File: config.mk
export PLATFORM = sky130hd
export DESIGN_NAME = nibble_serial_addsub
export DESIGN_NICKNAME = d
export VERILOG_FILES = /design/src/rtl/nibble_serial_addsub.sv
export SDC_FILE = /design/constraint.sdc
export NUM_CORES = 1
export LEC_CHECK = 0
export ABC_AREA = 1
export BUFFER_PORTS_ARGS = -buffer_cell sky130_fd_sc_hd__buf_2
export CORE_ASPECT_RATIO = 0.5
export CORE_UTILIZATION = 48
export CTS_CLUSTER_DIAMETER = 120
export DETAILED_ROUTE_END_ITERATION = 8
export PLACE_DENSITY = 0.75
export SYNTH_ARGS = -nofsm -noshare
export SYNTH_HDL_FRONTEND = slang
export SYNTH_SLANG_ARGS = --single-unit
File: constraint.sdc
create_clock -name CLK -period 1.9 [get_ports CLK]
set_clock_uncertainty 0.1 [all_clocks]
set_input_delay 0.57 -clock CLK [delete_from_list [all_inputs] [get_ports CLK]]
set_output_delay 0.57 -clock CLK [all_outputs]
set_load 0.05 [all_outputs]
File: src/rtl/nibble_serial_addsub.sv
// Serial add/subtract built around a single 4-bit adder slice, one nibble per clock, LSB first.
// Subtraction runs as A + ~B + carry, so CO = 1 on SUB means no borrow.
module nibble_serial_addsub #(
  parameter int unsigned WIDTH = 16
) (
  input  logic             CLK,
  input  logic             ARST,
  input  logic             START,
  input  logic             SUB,
  input  logic             CI,
  input  logic [WIDTH-1:0] A,
  input  logic [WIDTH-1:0] B,
  output logic [WIDTH-1:0] Y,
  output logic             CO,
  output logic             BUSY,
  output logic             DONE
);

  localparam int unsigned NIB = WIDTH / 4;
  localparam int unsigned CW  = (NIB > 1) ? $clog2(NIB) : 1;
  localparam int unsigned TOP = WIDTH - 4;

  if ((WIDTH < 4) || ((WIDTH % 4) != 0)) begin : g_bad_width
    $error("nibble_serial_addsub: WIDTH must be a multiple of 4 and >= 4");
  end

  typedef enum logic {
    S_IDLE = 1'b0,
    S_RUN  = 1'b1
  } state_t;

  state_t            state_q, state_d;
  logic [WIDTH-1:0]  opa_q, opa_d;
  logic [WIDTH-1:0]  opb_q, opb_d;
  logic [WIDTH-1:0]  y_q, y_d;
  logic [CW-1:0]     cnt_q, cnt_d;
  logic              carry_q, carry_d;
  logic              co_q, co_d;
  logic              done_q, done_d;
  logic [4:0]        sum;

  // State and datapath registers
  always_ff @(posedge CLK or posedge ARST) begin
    if (ARST) begin
      state_q <= S_IDLE;
      opa_q   <= '0;
      opb_q   <= '0;
      y_q     <= '0;
      cnt_q   <= '0;
      carry_q <= 1'b0;
      co_q    <= 1'b0;
      done_q  <= 1'b0;
    end else begin
      state_q <= state_d;
      opa_q   <= opa_d;
      opb_q   <= opb_d;
      y_q     <= y_d;
      cnt_q   <= cnt_d;
      carry_q <= carry_d;
      co_q    <= co_d;
      done_q  <= done_d;
    end
  end

  // The shared 4-bit slice: low nibbles plus the carry held between steps
  assign sum = 5'({1'b0, opa_q[3:0]}) + 5'({1'b0, opb_q[3:0]}) + 5'(carry_q);

  // Next-state and datapath control
  always_comb begin
    state_d = state_q;
    opa_d   = opa_q;
    opb_d   = opb_q;
    y_d     = y_q;
    cnt_d   = cnt_q;
    carry_d = carry_q;
    co_d    = co_q;
    done_d  = 1'b0;

    case (state_q)
      S_IDLE: begin
        if (START) begin
          opa_d   = A;
          opb_d   = SUB ? ~B : B;
          carry_d = CI ^ SUB;
          cnt_d   = '0;
          state_d = S_RUN;
        end
      end
      S_RUN: begin
        y_d     = (y_q >> 4) | (WIDTH'(sum[3:0]) << TOP);
        opa_d   = opa_q >> 4;
        opb_d   = opb_q >> 4;
        carry_d = sum[4];
        cnt_d   = cnt_q + CW'(1);
        if (cnt_q == CW'(NIB - 1)) begin
          state_d = S_IDLE;
          done_d  = 1'b1;
          co_d    = sum[4];
        end
      end
      default: state_d = S_IDLE;
    endcase
  end

  assign Y    = y_q;
  assign CO   = co_q;
  assign BUSY = (state_q == S_RUN);
  assign DONE = done_q;

endmodule

# Word-level counts from Yosys, hierarchy flattened
# Index checks and enable logic that the tools add are counted.
# word_totals
elab_cells,32
in_bits,37
ff_bits,54
out_inout_bits,19
# classes
n_eq_ne,2
addsub,3
n_reduce_logical,1
bitwise_logic,4
mux,14
# ops
op,count
one-hot mux 16 bit (2 select lines),2
2-to-1 mux 16 bit,3
NOT 16 bit,1
bitwise OR 12 x 16 -> 16 bit,1
adder 4 x 4 -> 5 bit,1
adder 5 x 1 -> 5 bit,1
2-to-1 mux 1 bit,5
one-hot mux 1 bit (2 select lines),2
one-hot mux 2 bit (2 select lines),1
"adder 2 x 1 -> 2 bit, second input constant",1
"equality test 2 bit, second input constant",1
2-to-1 mux 2 bit,1
"inequality test 2 bit, second input constant",1
AND reduction 2 bit,1
NOT 1 bit,1
bitwise XOR 1 bit,1

# Logic depth before layout (Yosys ltp)
# depth
depth_word,4
depth_mapped,8
ltp_nobuf,8

# Worst setup path before layout
# OpenSTA, ideal clock, no wires.
# synth_timing
path_type,reg-to-reg
start,register opa_q[0]
end,"register y_q[13], in the netlist Y[13]"
setup_time_ps,83
synth_period_minus_slack_ps,1613
t_required_ps,1717
arrival_ps,1431
setup_slack_ps,287
n_path_buf,0
stages_incl_launch_ff,5
cell_sequence,dfrtp_1 -> fa_1 -> inv_1 -> fa_1 -> o21ai_0
# synth_via
elab_chain_len,3
# synth_lines
item,line,text
"start, declared",33,"logic [WIDTH-1:0] opa_q, opa_d;"
"start signal, assigned",55,opa_q <= opa_d;
adder 4 x 4 -> 5 bit,66,"assign sum = 5'({1'b0, opa_q[3:0]}) + 5'({1'b0, opb_q[3:0]}) + 5'(carry_q);"
adder 5 x 1 -> 5 bit,66,
bitwise OR 12 x 16 -> 16 bit,90,y_d = (y_q >> 4) | (WIDTH'(sum[3:0]) << TOP);
"end signal, assigned",57,y_q <= y_d;
"end, declared",35,"logic [WIDTH-1:0] y_q, y_d;"
# Every way passes these cells.
# A chain may end at the register's enable or synchronous reset.

# Worst setup path after layout
# layout_timing
start,register opa_q[0]
end,register carry_q
# layout_via
elab_chain_len,3
# layout_lines
item,line,text
adder 4 x 4 -> 5 bit,66,
adder 5 x 1 -> 5 bit,66,
one-hot mux 1 bit (2 select lines),79,case (state_q)
"end signal, assigned",59,carry_q <= carry_d;
"end, declared",37,"logic carry_q, carry_d;"
# Every way passes these cells.

==> flow_summary.yaml <==
outcome:
  status: "complete, but fails checks"
  violations: "design-rule violations"
critical_path:
  worstRegToRegCells: 8
  ff2ff_setup_slack_ps: 160
  worstPathArrival_ps: 1830
  critPathCapture: "carry_q"
  endpoint_kind: "register"
  cp.required_ps: 1990
  critical_path_class: "register to register"
  critPathLaunchType: "register"
  r2r_end: "carry_q"
  crit_fanout: 3
  crit_path_start: "opa_q[0]"
  r2r-start: "opa_q[0]"
die:
  dieWidth_um: 104
  num_rows: 18
  die-area_mm2: 0.00549
  die_y_um: 52.9
  initial_core_util_pct: 50.2
  pin_count: 56
  core_region_area_mm2: 0.00495
global_route:
  overflow: 0
  antenna_found_initial: 0
  grt_pass1_wl_um: 7990
  grt_max_degree: 55
  grt_pass1_vias: 1800
  grt_usage_pct: 19.2
power_and_ir_drop:
  vdd_drop_max_mv: 0.704
  power_density_mw_per_mm2: 1630
  p_leak_nw: 1.44
route:
  dr.pass1.iters: 6
  routed_via_density: 4.95
  drc: 1
  drt_iter0_drc: 118
  ant_nets: 0
  wl_per_cell_um: 12.6
  vias: 1891
  wirelength_um: 4800
timing:
  fin_ws_ps: 157
  slew_viol_final: 0
  tns_ps: 0
  setup_violations: 0
  min_period_ps: 1740
  max_freq_mhz: 574
  worst_pin_slew_ps: 463
  post-route-period-util_pct: 91.7
  finalHoldViolations: 0
  maxSlewHeadroom_pct: 69.2
  rsz0062_at_grt: "no"
finish:
  layout.area.seq_mm2: 0.00135
  num_antenna_cells: 0
  multi_input_area_um2: 927
  design_area_mm2: 0.00293
  finalNonFillerCells: 382
  drive_gt1_share_pct: 25.0
  nets: 354
  fillCellCount: 450
  utilization_pct: 59.2
  area_growth_pct: 18.0
placement:
  placed_cells: 374
  dp_hpwl_um: 3330
  place_ws_ps: 182
  globalplace.congestion: 0.817
  port-buffer-count: 55
  placed_area_mm2: 0.00280
clock_tree:
  cts_buffers: 5
  ctsResizeCount: 0
  clk_pin_slew_ps: 100
  worstSkewPairLatency_ps: 310
  h-tree-depth: 2
  cts_tree: "done"
  cts.sinks: 54
  max-clock-path-buffers: 2
  postCtsSetupBuffers: 0
  ctsHoldBuffers: 0
  root_buffer: "clkbuf_8"
logic_synthesis:
  synth-seq-cells: 54
  synth_warnings: 0
  avgSynthCellArea_um2: 9.72
  seq_area_frac_synth_pct: 54.3
  synth_cell_types: 23
  netlist_instances: 256
  syn-cell-area_mm2: 0.00249
  syn_nets: 299
flow_run:
  maxCapViolations: 0
min_path:
  hold_path_class: "primary input to async pin"
-- synthesized netlist by cell type (all sizes together) --
library cell | count | area (um^2)
a22oi | 13 | 103
inv | 25 | 93.8
o211ai | 7 | 52.6
a21oi | 1 | 5.00
nor2 | 4 | 25.0
buf | 13 | 115
ha | 4 | 50.1
nand2 | 68 | 255
fa | 2 | 40.0
xnor2 | 16 | 140
nand3 | 13 | 65.1
dfrtp | 54 | 1350
a22o | 1 | 8.76
xor2 | 1 | 8.76
o21ai | 34 | 174
-- flip-flops by register name (all words and copies together) (netlist names) --
name	cells
BUSY	1
CO	1
DONE	1
Y	16
carry_q	1
cnt_q	2
opa_q	16
opb_q	16
-- report_power, final --
| group | internal [mW] | total [mW] | switching, mW |
|---|---|---|---|
| Clock | 0.528 | 0.907 | 0.379 |
| Combinational | 0.611 | 2.02 | 1.41 |
| Sequential | 1.58 | 1.85 | 0.264 |
-- metrics by stage --
stage | power (mW) | hold WS, ps
global placement | 3.85 | 361
detailed placement | 3.90 | 370
CTS | 4.81 | 223
floorplan | 3.45 | 349
finish | 4.78 | 208
global route | 5.11 | 233
-- critical path, stage by stage, from the launching register on --
cell	delay, ps
dfrtp_1	410
fa_1	470
inv_1	90
fa_1	190
inv_1	50
nand2_1	70
nand3_1	90
nand3_1	90
nand3_1	70
-- area by class of cell --
type                            count  share of cell area (%)
Inverter                           25                    3.33
Timing Repair Buffer               61                    11.3
Sequential cell                    54                    46.1
Multi-Input combinational cell    164                    31.6
Tap cell                           70                    2.99
Clock inverter                      3                    2.35
Clock buffer                        5                    2.35
-- placed cells by master, fill, tap and decap left out --
cell type / count
a22oi_1: 12
a21oi_1: 1
a22o_1: 1
o21ai_0: 16
bufinv_16: 2
clkbuf_8: 5
inv_1: 20
xor2_1: 1
nand2_1: 68
nor2_2: 1
nor2_1: 2
buf_4: 5
o21ai_1: 17
clkinvlp_4: 1
ha_1: 4
inv_2: 4
fa_1: 2
buf_2: 55
xnor2_1: 16
o211ai_1: 7
a22oi_2: 1
buf_12: 1
nor2_4: 1
o21ai_2: 1
dfrtp_1: 54
clkinv_4: 1
nand3_1: 13
-- logic make-up (layout without fill, tap and decap cells) --
family	after synthesis	in the layout	share of synthesized area, %
AOI/OAI and AO/OA	56	56	13.8
xor gates and xnor gates	17	17	5.99
adders and majority gates	6	6	3.62
buffers and inverters	38	94	8.40
DFF	54	54	54.3
and+or+nand+nor	85	85	13.9
-- worst min path at each step --
stage,startpoint,endpoint,slack [ps],cells past startpoint
finish,ARST,Y[0],210,3
detailed placement,CO,CO,370,2
global route,ARST,opa_q[15],230,3
CTS,ARST,Y[8],220,3
global placement,Y[0],Y[0],360,2
floorplan,opa_q[12],opa_q[12],350,2
-- layer usage --
layer,wire (um),GRT usage [%],vias up
met4,25,5.48,0
met1,2440,25.1,887
li1,-,-,943
met3,208,4.80,2
met5,0,0,-
met2,2130,32.3,59
(Power assumes the default switching activity.)
